--- src/rtl/mips_muldiv_seq.sv ---
// Iterative radix-2 multiply/divide unit with HI/LO registers and MTHI/MTLO writes.
// One shared 2*WIDTH accumulator serves both the shift-add multiplier and the restoring divider.
module mips_muldiv_seq #(
    parameter int WIDTH = 32
) (
    input  logic             clk,
    input  logic             rst,
    input  logic             start,
    input  logic [2:0]       op,
    input  logic [WIDTH-1:0] operand_a,
    input  logic [WIDTH-1:0] operand_b,
    output logic             busy,
    output logic             done,
    output logic             div_by_zero,
    output logic [WIDTH-1:0] hi_reg,
    output logic [WIDTH-1:0] lo_reg
);
    localparam int CNT_W = $clog2(WIDTH + 1);

    typedef enum logic [1:0] {IDLE, CALC, FIX} state_t;

    state_t             state;
    logic [CNT_W-1:0]   cnt;
    logic [2*WIDTH-1:0] acc;      // MUL: {partial, multiplier}; DIV: {remainder, quotient}
    logic [WIDTH-1:0]   opnd;     // multiplicand or divisor magnitude
    logic               is_div;
    logic               neg_q;
    logic               neg_r;
    logic               dbz;

    // Operand magnitudes for signed ops (op[0]==0 selects signed)
    logic             a_neg, b_neg;
    logic [WIDTH-1:0] a_mag, b_mag;
    assign a_neg = ~op[0] & operand_a[WIDTH-1];
    assign b_neg = ~op[0] & operand_b[WIDTH-1];
    assign a_mag = a_neg ? -operand_a : operand_a;
    assign b_mag = b_neg ? -operand_b : operand_b;

    // Shift-add step: add multiplicand into upper half when multiplier LSB set, then shift right
    logic [WIDTH:0]     mul_sum;
    logic [2*WIDTH-1:0] mul_next;
    assign mul_sum  = {1'b0, acc[2*WIDTH-1:WIDTH]} + {1'b0, (acc[0] ? opnd : {WIDTH{1'b0}})};
    assign mul_next = {mul_sum, acc[WIDTH-1:1]};

    // Restoring step: shift in next dividend bit, keep difference only when it does not borrow
    logic [WIDTH:0]     rem_sh;
    logic [WIDTH+1:0]   diff;
    logic               no_borrow;
    logic [2*WIDTH-1:0] div_next;
    assign rem_sh    = {acc[2*WIDTH-1:WIDTH], acc[WIDTH-1]};
    assign diff      = {1'b0, rem_sh} - {2'b00, opnd};
    assign no_borrow = ~diff[WIDTH+1];
    assign div_next  = {(no_borrow ? diff[WIDTH-1:0] : rem_sh[WIDTH-1:0]), acc[WIDTH-2:0], no_borrow};

    logic [2*WIDTH-1:0] prod_fix;
    logic [WIDTH-1:0]   quo_fix, rem_fix;
    assign prod_fix = neg_q ? -acc : acc;
    assign quo_fix  = neg_q ? -acc[WIDTH-1:0] : acc[WIDTH-1:0];
    assign rem_fix  = neg_r ? -acc[2*WIDTH-1:WIDTH] : acc[2*WIDTH-1:WIDTH];

    always_ff @(posedge clk) begin
        if (rst) begin
            state       <= IDLE;
            cnt         <= '0;
            acc         <= '0;
            opnd        <= '0;
            is_div      <= 1'b0;
            neg_q       <= 1'b0;
            neg_r       <= 1'b0;
            dbz         <= 1'b0;
            busy        <= 1'b0;
            done        <= 1'b0;
            div_by_zero <= 1'b0;
            hi_reg      <= '0;
            lo_reg      <= '0;
        end else begin
            done        <= 1'b0;
            div_by_zero <= 1'b0;
            case (state)
                IDLE: begin
                    if (start) begin
                        if (op <= 3'd3) begin
                            acc    <= {{WIDTH{1'b0}}, (op[1] ? a_mag : b_mag)};
                            opnd   <= op[1] ? b_mag : a_mag;
                            is_div <= op[1];
                            neg_q  <= a_neg ^ b_neg;
                            neg_r  <= a_neg;
                            dbz    <= op[1] & (operand_b == '0);
                            cnt    <= CNT_W'(WIDTH);
                            busy   <= 1'b1;
                            state  <= CALC;
                        end else if (op == 3'd4) begin
                            hi_reg <= operand_a;
                        end else if (op == 3'd5) begin
                            lo_reg <= operand_a;
                        end
                    end
                end
                CALC: begin
                    acc <= is_div ? div_next : mul_next;
                    cnt <= cnt - 1'b1;
                    if (cnt == CNT_W'(1))
                        state <= FIX;
                end
                FIX: begin
                    // Divide by zero: quotient all ones; remainder sign-fix already restores the dividend
                    if (is_div) begin
                        lo_reg <= dbz ? {WIDTH{1'b1}} : quo_fix;
                        hi_reg <= rem_fix;
                    end else begin
                        {hi_reg, lo_reg} <= prod_fix;
                    end
                    done        <= 1'b1;
                    div_by_zero <= dbz;
                    busy        <= 1'b0;
                    state       <= IDLE;
                end
                default: state <= IDLE;
            endcase
        end
    end
endmodule

--- config.mk ---
export PLATFORM = sky130hd
export DESIGN_NAME = mips_muldiv_seq
export DESIGN_NICKNAME = d
export VERILOG_FILES = /design/src/rtl/mips_muldiv_seq.sv
export SDC_FILE = /design/constraint.sdc
export NUM_CORES = 1
export LEC_CHECK = 0
export BUFFER_PORTS_ARGS = -buffer_cell sky130_fd_sc_hd__buf_2
export CORE_MARGIN = 3
export CORE_UTILIZATION = 55
export CTS_CLUSTER_DIAMETER = 30
export DETAILED_ROUTE_END_ITERATION = 10
export PLACE_DENSITY = 0.75
export SYNTH_ARGS = -nofsm -noshare
export SYNTH_HDL_FRONTEND = slang
export SYNTH_SLANG_ARGS = --single-unit
--- constraint.sdc ---
create_clock -name clk -period 4.77 [get_ports clk]
set_clock_uncertainty 0.1 [all_clocks]
set_input_delay 0.477 -clock clk [delete_from_list [all_inputs] [get_ports clk]]
set_output_delay 0.477 -clock clk [all_outputs]
set_load 0.02 [all_outputs]
After elaboration in Yosys (flattened, before gate mapping)
Cells that the tools add are included.
{"block": "totals", "ff_bits": 175, "latchBits": 0, "mem_bits_rw": 0, "rom_bits": 0, "in_bits": 70, "output_inout_bits": 67, "wordCells": 88, "n_memories": 0}
{"block": "classes", "addsub": 8, "multipliers": 0, "div_mod_pow": 0, "magnitude_cmp": 1, "eq_ne": 12, "shift": 0, "mux": 36, "n_bitwise": 7, "n_reduce_logical": 11}
{"op": "$mux 32", "n": 18}
{"op": "$mux 64", "n": 4}
{"op": "$neg 32->32", "n": 4}
{"op": "$pmux 32 s2", "n": 2}
{"op": "$pmux 64 s2", "n": 1}
{"op": "$neg 64->64", "n": 1}
{"op": "$sub 33x32->34", "n": 1}
{"op": "$add 32x32->33", "n": 1}
{"op": "$logic_not 32->1", "n": 1}
{"op": "$ne 2x2->1 const B", "n": 7}
{"op": "$mux 6", "n": 2}
{"op": "$pmux 6 s2", "n": 1}
{"op": "$reduce_and 3->1", "n": 4}
{"op": "$eq 3x3->1 const B", "n": 2}
{"op": "$eq 6x1->1 const B", "n": 1}
{"op": "$mux 2", "n": 3}
{"op": "$sub 6x1->6 const B", "n": 1}
{"op": "$reduce_and 5->1", "n": 1}
{"op": "$pmux 2 s2", "n": 1}
{"op": "$reduce_and 4->1", "n": 1}
{"op": "$reduce_bool 2->1", "n": 2}
{"op": "$and 1x1->1", "n": 3}
{"op": "$le 3x2->1 const B", "n": 1}
{"op": "$mux 1", "n": 3}
{"op": "other kinds (7)", "n": 9}

Longest topological paths before layout
{"block": "logic_depth", "ltp_word": 7, "mapped_depth": 15, "ltp_nobuf": 14}

Worst setup path before layout
Ideal clock, no wire load.
{"block": "synth_timing", "path_kind": "register to register", "from": "reg acc[0]", "to": "reg acc[58]", "setup_ns": 0.122, "arrival_ns": 3.203, "required_time_ns": 4.548, "path_slack_ns": 1.345, "stages_incl_launch_ff": 16, "n_path_buf": 2, "synth_period_minus_slack_ns": 3.425, "path_cell_list": "dfxtp_1 > inv_1 > clkbuf_1 > nor2_1 > ha_1 > clkbuf_1 > o21a_1 > o21ai_0 > a211oi_1 > o31ai_2 > o311ai_1 > a41oi_1 > o21bai_1 > xnor2_1 > nor2_1 > a221o_1"}
{"block": "synth_via", "elab_chain_cells": 4}
{"element": "from (decl)", "line_no": "24", "source": "logic [2*WIDTH-1:0] acc;"}
{"element": "from (signal assigned)", "line_no": "83", "source": "acc <= {{WIDTH{1'b0}}, (op[1] ? a_mag : b_mag)};"}
{"element": "from (signal assigned)", "line_no": "100", "source": "acc <= is_div ? div_next : mul_next;"}
{"element": "$mux 32", "line_no": "42", "source": "assign mul_sum = {1'b0, acc[2*WIDTH-1:WIDTH]} + {1'b0, (acc[0] ? opnd : {WIDTH{1'b0}})};"}
{"element": "$add 32x32->33", "line_no": "42"}
{"element": "$mux 64", "line_no": "100"}
{"element": "$pmux 64 s2", "line_no": "79", "source": "case (state)"}
Every way passes these cells.
A chain may end at the register's enable or synchronous reset.

Worst setup path after layout
Ends and elaborated chain as after synthesis.

==> run_results.csv <==
group,metric,value,unit
final_layout,multi_input_area,10200,um^2
critical_path,critPathCapture,"acc[58]",
route,drc,0,
final_layout,final_util,0.622,
final_layout,syn_to_final_growth,10.1,%
run_status,status,"completed",
power,leakagePower,6.34,nW
route,antenna_left,0,
clock_tree,cts_setup_buffers,0,
sta,drv_slew,0,
route,firstDrtPassIters,6,
yosys,ys.warnings.count,0,
final_layout,num-nets-final,2149,
critical_path,slowest_stage,"o311ai_1",
critical_path,worstSetupStartpoint,"acc[0]",
critical_path,crit_fanout,17,
die,row_count,58,
clock_tree,clockBufferDepth,2,
power,pwr-share-clk,0.341,
grt,antenna_found_initial,0,
clock_tree,cts_hold_buf,0,
clock_tree,cts_resized,0,
final_layout,drive_gt1_frac,0.122,
placed_design,gp_congestion,0.984,
route,drt_iter0_drc,2046,
sta,min_period,4.16,ns
yosys,post_synth.cell_area_avg,7.39,um^2
grt,grt-ovfl-total,0,
critical_path,reg2reg_depth,13,
yosys,synth_cell_type_count,84,
yosys,syn_inst,1949,
die,die_w,168,um
yosys,synth_edf_count,0,
power,seqPwrFrac,0.388,
sta,rsz0062_at_grt,"no",
critical_path,worstPathRequired,5.01,ns
critical_path,crit_buf_inv,1,
die,dieArea,28100,um^2
grt,track_usage,0.348,
die,fp.coreArea,25500,um^2
sta,worstMarginPinSlew,1.37,ns
hold_path,min_path_type,"input port to register",
sta,finalHoldViolCount,0,
power,combPwrFrac,0.270,
yosys,synthFlopType,"dfxtp_1",
power,power_density,266,nW/um^2
grt,grt_pass1_wl,78200,um
clock_tree,cts-root-buf,"clkbuf_16",
grt,grt_max_degree,65,
sta,slew_headroom,0.0836,
power,finalPower,4.21,mW
yosys,syn_area,14400,um^2
critical_path,max_stage_delay,0.62,ns
flow_run,cap_viol_max_count,0,
die,die_h,168,um
clock_tree,cts_buffers,17,
critical_path,arrival,4.41,ns
clock_tree,clock_sinks,175,
die,start_util,0.565,
power,vdd_ir_drop_max,0.208,mV
final_layout,top_register,"acc",
final_layout,seqCellArea,3500,um^2
placed_design,hpwlAfterDp,38500,um
clock_tree,insertion_delay,0.45,ns
route,vias,15200,
yosys,syn-num-nets,2091,
route,wl_per_cell,21.6,um
critical_path,r2r-end,"acc[58]",
route,routed_wl,50900,um
critical_path,critPathKind,"register to register",
sta,tns,0,ns
clock_tree,cts_tree,"built",
critical_path,path_delay_family,"compound AO/OA/AOI/OAI gates",
critical_path,path_common_cell,"nor2_1",
power,p_sw_frac,0.366,
yosys,ys_ff_latch,175,
critical_path,worstReg2RegStart,"acc[0]",
final_layout,largest_register_ffs,64,
critical_path,cp-start-kind,"register",
critical_path,reg2reg_slack,0.61,ns
final_layout,fill_cells,2358,
yosys,async_flop_share,0,
grt,grt_pass1_vias,13800,
power,p_sw,1.54,mW
hold_path,hold_start,"operand_a[20]",
critical_path,critPathCaptureType,"register",
placed_design,port_buffers,136,
route,vias_per_cell,6.46,
clock_tree,htreeDepth,4,
die,ios,137,
critical_path,crit_cells,13,
sta,fin_crit_sh,0.873,
critical_path,crit_chain,"inv_1 > nor2_1 > ha_1 > o211ai_1 > o21a_1 > a211oi_1 > o31ai_2 > o311ai_1 > a41oi_1 > o21bai_1 > xnor2_1 > nor2_1 > a221o_1",
sta,finalSetupViolCount,0,
power,p_int,2.67,mW
clock_tree,path_clk_slew,0.08,ns
sta,fmax,240,MHz
yosys,seq_area_frac_synth,0.243,
-- area by class of cell --
| type | instances | share of cell area |
|---|---|---|
| diodes | 1 | 0.000158 |
| clock buffers | 19 | 0.0286 |
| clock inverters | 13 | 0.00869 |
| inverters | 66 | 0.0156 |
| multi-input cells | 1579 | 0.641 |
| flip-flops and latches | 175 | 0.221 |
| well taps | 330 | 0.0261 |
| repair buffers | 168 | 0.0583 |
-- logic make-up after synthesis --
kind of cell	Yosys count	synth area share
compound gates	588	0.269
buf+inv	195	0.0535
flops	175	0.243
simple gates	674	0.215
fa+ha+maj	72	0.0636
xor+xnor	170	0.103
mux	75	0.0528
-- worst reg2reg max path, delay by kind of cell (launching register included) --
family / cells / cell delay (ns)
AO/OA/AOI/OAI: 8 / 2.47
buffers and inverters: 1 / 0.45
adder cells (fa/ha/maj): 1 / 0.37
AND/OR/NAND/NOR: 2 / 0.14
XOR/XNOR: 1 / 0.15
flip-flops: 1 / 0.38
-- stage by stage --
stage                     instances  setup slack, ns  area [um^2]  hold WS [ns]
after floorplan                1949             1.35        14400         0.332
after global placement         2318            0.728        15300         0.342
after detailed placement       2318            0.712        15300         0.346
after CTS                      2350            0.699        15800         0.286
after global routing           2350            0.360        15800         0.305
final                          2351            0.606        15800         0.288
-- metal layers --
metal,vias to the layer above,routed length (um),global-route usage
li1,7163,-,-
met1,7081,22100,0.505
met2,835,21000,0.498
met3,110,6170,0.0899
met4,0,1650,0.125
met5,-,0,0
-- worst min-delay path by stage --
| stage | to | depth (start not counted) |
|---|---|---|
| after CTS | hi_reg[20] | 3 |
| after global routing | hi_reg[16] | 3 |
| after global placement | opnd[4] | 2 |
| after detailed placement | opnd[17] | 2 |
| after floorplan | opnd[2] | 2 |
| final | hi_reg[20] | 3 |
-- Yosys cell counts, types with 6 or more instances --
| library cell | count | area (um^2) |
|---|---|---|
| ha_1 | 70 | 876 |
| a2111oi_0 | 18 | 158 |
| o41ai_1 | 12 | 105 |
| nand3_1 | 35 | 175 |
| o31ai_1 | 17 | 128 |
| nor2_1 | 242 | 908 |
| nand2_1 | 210 | 788 |
| o21ai_0 | 120 | 601 |
| nand4_1 | 8 | 50.1 |
| a221oi_1 | 33 | 289 |
| mux2i_1 | 68 | 681 |
| xnor2_1 | 89 | 780 |
| inv_1 | 65 | 244 |
| or3_1 | 13 | 81.3 |
| a41oi_1 | 7 | 61.3 |
| or4_1 | 11 | 82.6 |
| a221o_1 | 11 | 110 |
| clkbuf_1 | 107 | 402 |
| dfxtp_1 | 175 | 3500 |
| or2_2 | 8 | 50.1 |
| o21bai_1 | 7 | 52.6 |
| a31oi_1 | 21 | 131 |
| xor2_1 | 81 | 709 |
| a21o_1 | 26 | 195 |
| o21ai_1 | 6 | 30.0 |
| and3_1 | 10 | 62.6 |
| a311oi_1 | 10 | 87.6 |
| buf_1 | 8 | 30.0 |
| nor2b_1 | 16 | 100 |
| nand2b_1 | 22 | 138 |
| o311a_1 | 7 | 70.1 |
| mux2_2 | 6 | 67.6 |
| buf_2 | 10 | 50.1 |
| o211ai_1 | 27 | 203 |
| a211oi_1 | 40 | 300 |
| nor3_1 | 54 | 270 |
| o21a_1 | 8 | 60.1 |
| a21oi_1 | 166 | 831 |
| o22ai_1 | 10 | 62.6 |
| nor4_1 | 14 | 87.6 |
-- cells in the final DEF, fill, tap and decap left out, types with 12 or more instances in the layout --
cell type,n
nor2b_1,15
inv_1,65
a31oi_1,21
or3_1,13
nor2_1,239
nor3_1,53
nor4_1,14
a21o_1,26
o21ai_0,120
o41ai_1,12
o211ai_1,27
nand2b_1,22
a2111oi_0,18
a221oi_1,33
nand2_1,210
clkbuf_16,17
buf_2,135
a21oi_1,165
xnor2_1,89
o31ai_1,17
nand3_1,35
mux2i_1,68
a211oi_1,40
ha_1,70
dfxtp_1,174
xor2_1,81
buf_4,33
-- power groups by stage --
stage	logic, mW	registers [mW]	clock network (mW)
3_3_place_gp	1.09	1.66	0
3_5_place_dp	1.10	1.67	0
5_1_grt	1.22	1.65	1.49
4_1_cts	1.10	1.63	1.43
6_report	1.14	1.64	1.44
2_1_floorplan	0.764	1.65	0
No activity file was read; power rests on OpenSTA's default activity.
